## src/rtl/walk_seq_ctrl_if.sv

```systemverilog
`default_nettype none
// ============================================================================
// Module      : walk_seq_ctrl_if
// Description : Request/response bundle for the walking-one sequencer.
//               The master drives start/abort; the slave (sequencer) drives
//               the trigger, walk vector and status flags.
// Revision    : 1.0 - initial release
// ============================================================================
interface walk_seq_ctrl_if #(
  parameter int N = 32
);
  logic         start;
  logic         abort;
  logic         trig_out;
  logic [N-1:0] vect;
  logic         busy;
  logic         done;
  logic         pend;

  modport master (
    output start, abort,
    input  trig_out, vect, busy, done, pend
  );

  modport slave (
    input  start, abort,
    output trig_out, vect, busy, done, pend
  );
endinterface
`default_nettype wire

```

## src/rtl/walk_seq_ctrl.sv

```systemverilog
`default_nettype none
// ============================================================================
// Module      : walk_seq_ctrl
// Description : Walking-one sequencer. A start request launches a one-hot
//               vector at the MSB that moves one bit right per cycle until it
//               reaches bit 0 (done). Abort or reset ends a walk silently.
//               Optional macro WALK_SEQ_PEND_EN adds a one-deep start queue so
//               back-to-back walks run with no idle cycle in between.
// Revision    : 1.0 - initial release
// ============================================================================
module walk_seq_ctrl #(
  parameter int N = 32
) (
  input  wire logic        clk,
  input  wire logic        rst,
  walk_seq_ctrl_if.slave   walk
);

  // Reject widths outside 1..32 at elaboration time.
  generate
    if ((N < 1) || (N > 32)) begin : g_bad_n
      $error("Parameter N has an invalid value of %0d", N);
    end
  endgenerate

  localparam int           c_CW   = $clog2(N) + 1;
  localparam logic [N-1:0] c_TOP  = N'(1) << (N - 1);
  localparam logic [c_CW-1:0] c_LAST = c_CW'(N - 1);

`ifdef WALK_SEQ_PEND_EN
  localparam bit c_PEND_EN = 1'b1;
`else
  localparam bit c_PEND_EN = 1'b0;
`endif

  typedef enum logic [0:0] {
    S_IDLE = 1'b0,
    S_RUN  = 1'b1
  } state_t;

  state_t          r_state, w_state_nxt;
  logic [N-1:0]    r_vect,  w_vect_nxt;
  logic [c_CW-1:0] r_cnt,   w_cnt_nxt;   // steps remaining after this one
  logic            r_trig,  w_trig_nxt;
  logic            r_pend,  w_pend_nxt;
  logic            w_last;

  // The final step of a walk is the cycle whose remaining-step count is zero.
  assign w_last = (r_state == S_RUN) && (r_cnt == '0);

  // State, vector, counter and flag registers with synchronous reset.
  always_ff @(posedge clk) begin
    if (rst) begin
      r_state <= S_IDLE;
      r_vect  <= '0;
      r_cnt   <= '0;
      r_trig  <= 1'b0;
      r_pend  <= 1'b0;
    end else begin
      r_state <= w_state_nxt;
      r_vect  <= w_vect_nxt;
      r_cnt   <= w_cnt_nxt;
      r_trig  <= w_trig_nxt;
      r_pend  <= w_pend_nxt;
    end
  end

  // Next-state logic: launch, shift, finish, abort and optional requeue.
  always_comb begin
    w_state_nxt = r_state;
    w_vect_nxt  = r_vect;
    w_cnt_nxt   = r_cnt;
    w_trig_nxt  = 1'b0;
    w_pend_nxt  = r_pend;

    case (r_state)
      S_IDLE: begin
        // Abort in the same cycle as start suppresses the launch.
        if (walk.start && !walk.abort) begin
          w_state_nxt = S_RUN;
          w_vect_nxt  = c_TOP;
          w_cnt_nxt   = c_LAST;
          w_trig_nxt  = 1'b1;
        end
      end

      S_RUN: begin
        if (walk.abort) begin
          w_state_nxt = S_IDLE;
          w_vect_nxt  = '0;
          w_cnt_nxt   = '0;
          w_pend_nxt  = 1'b0;
        end else if (w_last) begin
          if (c_PEND_EN && (r_pend || walk.start)) begin
            // Chain straight into the queued walk with no idle gap.
            w_state_nxt = S_RUN;
            w_vect_nxt  = c_TOP;
            w_cnt_nxt   = c_LAST;
            w_trig_nxt  = 1'b1;
            w_pend_nxt  = 1'b0;
          end else begin
            w_state_nxt = S_IDLE;
            w_vect_nxt  = '0;
            w_cnt_nxt   = '0;
          end
        end else begin
          w_vect_nxt = r_vect >> 1;
          w_cnt_nxt  = r_cnt - 1'b1;
          // Any number of starts mid-walk collapse into one queued request.
          if (c_PEND_EN && walk.start) begin
            w_pend_nxt = 1'b1;
          end
        end
      end

      default: begin
        w_state_nxt = S_IDLE;
        w_vect_nxt  = '0;
        w_cnt_nxt   = '0;
        w_pend_nxt  = 1'b0;
      end
    endcase
  end

  assign walk.trig_out = r_trig;
  assign walk.vect     = r_vect;
  assign walk.busy     = (r_state == S_RUN);
  assign walk.done     = w_last;
  assign walk.pend     = r_pend;

endmodule
`default_nettype wire
```

## src/flat_wrapper.sv

```systemverilog
// flat-port wrapper written by rule: the top's interface ports become plain ports
module walk_seq_ctrl_flat 
#(
  parameter int N = 32
)
  (clk, rst, walk_start, walk_abort, walk_trig_out, walk_vect, walk_busy, walk_done, walk_pend);
  walk_seq_ctrl_if #(.N(N)) walk_i ();
  input  wire logic clk;
  input  wire logic rst;
  input wire logic [$bits(walk_i.start)-1:0] walk_start;
  input wire logic [$bits(walk_i.abort)-1:0] walk_abort;
  output wire logic [$bits(walk_i.trig_out)-1:0] walk_trig_out;
  output wire logic [$bits(walk_i.vect)-1:0] walk_vect;
  output wire logic [$bits(walk_i.busy)-1:0] walk_busy;
  output wire logic [$bits(walk_i.done)-1:0] walk_done;
  output wire logic [$bits(walk_i.pend)-1:0] walk_pend;
  assign walk_i.start = walk_start;
  assign walk_i.abort = walk_abort;
  assign walk_trig_out = walk_i.trig_out;
  assign walk_vect = walk_i.vect;
  assign walk_busy = walk_i.busy;
  assign walk_done = walk_i.done;
  assign walk_pend = walk_i.pend;
  walk_seq_ctrl #(.N(N)) u_core (.clk(clk), .rst(rst), .walk(walk_i));
endmodule
```

## config.mk

```make
export PLATFORM = sky130hd
export DESIGN_NAME = walk_seq_ctrl_flat
export DESIGN_NICKNAME = d
export VERILOG_FILES = /design/src/rtl/walk_seq_ctrl_if.sv /design/src/rtl/walk_seq_ctrl.sv /design/src/flat_wrapper.sv
export SDC_FILE = /design/constraint.sdc
export NUM_CORES = 1
export LEC_CHECK = 0
export CORE_ASPECT_RATIO = 1.1
export CORE_MARGIN = 5
export CORE_UTILIZATION = 26
export DETAILED_ROUTE_END_ITERATION = 6
export PLACE_DENSITY_LB_ADDON = 0.12
export SLEW_MARGIN = 20
export SYNTH_ARGS = -nofsm -noshare
export SYNTH_HDL_FRONTEND = slang
export SYNTH_SLANG_ARGS = --single-unit
```

## constraint.sdc

```tcl
create_clock -name clk -period 2.2 [get_ports clk]
set_clock_uncertainty 0.1 [all_clocks]
set_input_delay 0.44 -clock clk [delete_from_list [all_inputs] [get_ports clk]]
set_output_delay 0.44 -clock clk [all_outputs]
set_load 0.005 [all_outputs]
```

After elaboration in Yosys (flattened, before gate mapping)
Cells that the tools add are included.
{"block": "classes", "bitwise": 1, "n_reduce_logical": 5, "eq_ne": 1, "muxes": 12, "addsub": 1}
{"cell": "32-bit two-way mux", "n": 2}
{"cell": "32-bit one-hot mux with 2 select lines", "n": 1}
{"cell": "31-bit two-way mux", "n": 1}
{"cell": "6-bit two-way mux", "n": 3}
{"cell": "6-bit one-hot mux with 2 select lines", "n": 1}
{"cell": "6-bit zero test", "n": 1}
{"cell": "6-bit by 1-bit subtractor with 6-bit output (second input constant)", "n": 1}
{"cell": "1-bit two-way mux", "n": 3}
{"cell": "1-bit logical AND", "n": 2}
{"cell": "2-bit by 1-bit inequality test with 1-bit output (second input constant)", "n": 1}
{"cell": "1-bit one-hot mux with 2 select lines", "n": 1}
{"cell": "2-bit OR reduction", "n": 1}
{"cell": "1-bit zero test", "n": 1}
{"cell": "1-bit NOT", "n": 1}
{"block": "word_totals", "inputBits": 4, "output_inout_bits": 36, "reg_bits": 40}

Depth between registers and ports, before layout
{"block": "depth", "ltp_word": 5, "ltp_mapped": 7, "depth_no_buf": 5}

Worst setup path after synthesis
No wires, ideal clock.
{"block": "synth_path", "path_type": "register to register", "start": "register u_core.r_cnt[0]", "end": "register u_core.r_vect[0], in the netlist u_core.walk.vect[0]", "path_buffers": 2, "stages_incl_launch_ff": 8, "arrival_time_ns": 1.622, "setup_slack_ns": 0.361, "synth_period_minus_slack_ns": 1.839, "cell_sequence": "dfxtp_1 -> inv_1 -> ha_1 -> or3b_1 -> buf_2 -> o211a_4 -> buf_6 -> a22o_1"}
{"block": "synth_between", "elab_chain_len": 5}
{"element": "start: declaration", "line_no": "walk_seq_ctrl.sv:43", "rtl": "logic [c_CW-1:0] r_cnt, w_cnt_nxt;"}
{"element": "start signal: assignment", "line_no": "walk_seq_ctrl.sv:62", "rtl": "r_cnt <= w_cnt_nxt;"}
{"element": "6-bit zero test", "line_no": "walk_seq_ctrl.sv:49", "rtl": "assign w_last = (r_state == S_RUN) && (r_cnt == '0);"}
{"element": "1-bit logical AND", "line_no": "walk_seq_ctrl.sv:49"}
{"element": "31-bit two-way mux", "line_no": "walk_seq_ctrl.sv:93", "rtl": "end else if (w_last) begin"}
{"element": "32-bit two-way mux", "line_no": "walk_seq_ctrl.sv:88", "rtl": "if (walk.abort) begin"}
{"element": "32-bit one-hot mux with 2 select lines", "line_no": "walk_seq_ctrl.sv:76", "rtl": "case (r_state)"}
{"element": "end signal: assignment", "line_no": "walk_seq_ctrl.sv:61", "rtl": "r_vect <= w_vect_nxt;"}
{"element": "end: declaration", "line_no": "walk_seq_ctrl.sv:42", "rtl": "logic [N-1:0] r_vect, w_vect_nxt;"}
No other way between the ends.
A chain may end at the register's enable or synchronous reset.

Worst setup path after layout
{"block": "layout_path", "start": "register u_core.r_cnt[0]", "end": "output port walk_done"}
{"block": "layout_between", "elab_chain_len": 2}
{"element": "6-bit zero test", "line_no": "walk_seq_ctrl.sv:49"}
{"element": "1-bit logical AND", "line_no": "walk_seq_ctrl.sv:49"}
{"element": "end: declaration", "line_no": "flat_wrapper.sv:15", "rtl": "output wire logic [$bits(walk_i.done)-1:0] walk_done;"}
No other way between the ends.

==> run metrics <==
via count of the first global-routing pass 1155; number of enable-type register cells in the synthesized netlist 0; final setup violation count 0; clock net sink count 40; Vias between 1000 and 1500; dpl cells between 200 and 250; Worst Hold Class reg -> reg; sequential power share a little over half; Post-Synthesis Cell Area 1430 um2; most used flip-flop cell after synthesis dfxtp_1; max-cap check violation count 0; nature of the critical path endpoint output port; highest-delay cell along the critical path or3b_1; critical path fanouts, max 3; register bit count reported by yosys 40; I/O pin count 40; arrival time at the worst endpoint 1.50 ns; CTS root buffer clkbuf_8; beginning of the worst hold path u_core.walk.vect[0]$_SDFFE_PP0P_; total wire length around 3300 um; relative area change from synthesis to final layout 40.2%; run status complete, no violations; post-cts hold buffer count 0; reg2reg start u_core.r_cnt[0]$_SDFFE_PP0P_; clock power share around 40%; PD cells roughly 710 nW/um2; required time of the critical path 1.66 ns; CTS H-tree lvls 2; cell area reported after detailed placement 1910 um2; Mapped Avg Cell Area 11.5 um2; async set-reset flop share out of synthesis 0%; Crit. Startpoint u_core.r_cnt[0]$_SDFFE_PP0P_; worst setup slack after placement roughly 0.08 ns; total die area just over 7000 um2; core box area 5360 um2; Post-DP HPWL roughly 2400 um; number of antenna violations at the first check in global routing 0; Site Rows 28; Non-Filler Instances 242; maximum number of pins on one net before global-route repair 33; Worst VDD drop 0.388 mV; number of nets produced by synthesis 130; wire length of the first global-routing pass between 5000 and 6000 um; insertion delay to the later sink of the worst-skew pair 0.28 ns; setup repair after global routing missed its margin no; buffers added on ports 38; proportion of layout cells with a drive suffix above 1 approximately 10%; buffer and inverter count on the worst path 2; startpoint-to-endpoint class of the critical path reg -> out; clock-pin transition on the worst setup and hold timing paths approximately 0.070 ns; aggregate global routing overflow 0; number of warnings printed during yosys synthesis 0; aggregate negative setup slack 0 ns; antenna-violating nets left 0; highest clock frequency the design can meet approximately 490 MHz; via/cell ratio about 4.8; cell family with most CP delay simple AND/OR/NAND/NOR gates; register area share after synthesis 55.8%; Initial Util between 20% and 30%; synthesized netlist cell count about 130; gp weighted congestion ~0.8; Largest stage delay, worst path between 0.3 and 0.4 ns; total track usage approximately a tenth; drt wl/cell about 14 um; Final Max Tran Viols 0; Critical Path, Cell by Cell inv_1, ha_1, or3b_1, nor2_1, clkbuf_2; final design area excluding fillers 2010 um2; TritonCTS buffer count 5; part of the cycle the worst path needs about 93%; DRC errors left 0; relative contribution of combinational cells to total power 8.2%; type of origin of the critical path flip-flop; TritonCTS clock tree yes; Synth cell types 35; final hold violations 0; overall die height around 88 um; switching pwr about 0.31 mW; count of antenna diodes in the layout 0; worst-case clock buffer depth 2; Worst Slack Setup Final roughly 0.16 ns; Layout Nets about 170; static leakage about 0.75 nW; minimum period implied by the final worst setup slack between 2 and 2.5 ns; total internal power ~1.1 mW; Die Span X 80.8 um; switching fraction of total power 21.6%; drt first pass iters 4; drt first-iter violations 58; final hold slack 0.377 ns
-- what timing repair did --
action                                  in CTS  in global routing
buffers inserted                             0                  0
endpoints found under the setup margin       1                  1
resized for setup                            1                  2
gates cloned                                 0                  0
-- state kept, by name, indices dropped and copies added (netlist names) --
| name | cells |
|---|---|
| u_core.r_cnt | 6 |
| u_core.walk.busy | 1 |
| u_core.walk.vect | 32 |
| u_core.walk.trig_out | 1 |
-- power by group through the flow --
| stage | Sequential (mW) | Clock, mW | Combinational (mW) |
|---|---|---|---|
| after floorplan | 0.762 | 0 | 0.0743 |
| after global placement | 0.763 | 0 | 0.116 |
| after detailed placement | 0.765 | 0 | 0.119 |
| after CTS | 0.747 | 0.595 | 0.119 |
| after global routing | 0.749 | 0.622 | 0.130 |
| final | 0.748 | 0.573 | 0.117 |
-- through the flow --
| step | util (%) | power, mW |
|---|---|---|
| final | 37.5 | 1.44 |
| after global routing | 37.5 | 1.50 |
| after global placement | 35.6 | 0.879 |
| after CTS | 37.6 | 1.46 |
| after detailed placement | 35.6 | 0.884 |
| after floorplan | - | 0.836 |
-- cell type report --
cell class                      count  area, um2
Sequential cell                    40        801
Inverter                            4       15.0
Fill cell                         547       3350
Multi-Input combinational cell     70        553
Timing Repair Buffer               45        440
Clock buffer                        6       72.6
Tap cell                           75       93.8
Clock inverter                      2       35.0
-- Yosys cell counts (2+ instances only) --
cell type  count  area share (%)
nor2_1         2            0.52
nor2b_1        3             1.3
buf_6          3             2.4
o211ai_1       3             1.6
a31oi_1        2            0.87
buf_2          2            0.70
a21oi_1        2            0.70
nor3_1         3             1.0
or3b_1         2             1.2
dfxtp_1       40              56
o21bai_1       2             1.0
inv_1          4             1.0
a22o_1        31              19
clkbuf_1       5             1.3
-- routing by layer --
layer	GRT usage, %	part of all wire (%)
met1	12.6	46
met2	16.1	46
met3	3.40	5.5
met4	4.30	1.7
met5	0	0
-- path summary, 6_finish.rpt --
kind                                            end  slack, ns  cells past startpoint
hold reg to reg    u_core.walk.vect[0]$_SDFFE_PP0P_       0.38                      1
hold / removal     u_core.walk.vect[0]$_SDFFE_PP0P_       0.38                      1
setup / recovery                          walk_done       0.16                      5
setup reg to reg  u_core.walk.vect[23]$_SDFFE_PP0P_       0.18                      6
-- cells by family (layout without fill, tap and decap cells) --
logic type      count (synthesis)  after routing  synth area share (%)
buf+inv                        15             57                  5.93
other cells                     1              1                 0.262
compound gates                 49             49                  28.5
fa+ha+maj                       1              1                 0.872
simple gates                   18             18                  7.85
flops                          40             40                  55.8
mux                             1              1                 0.698
-- cell usage in the layout (no fill, tap or decap), types with 2 or more instances in the layout --
cell | synthesis | final
a21oi_1 | 2 | 2
a22o_1 | 31 | 31
a31oi_1 | 2 | 2
buf_4 | 1 | 6
clkbuf_8 | 0 | 5
clkdlybuf4s50_1 | 0 | 37
dfxtp_1 | 40 | 40
inv_1 | 4 | 4
nor2_1 | 2 | 2
nor2b_1 | 3 | 3
nor3_1 | 3 | 2
o211ai_1 | 3 | 3
o21bai_1 | 2 | 2
or3b_1 | 2 | 2
(Power assumes the default switching activity.)
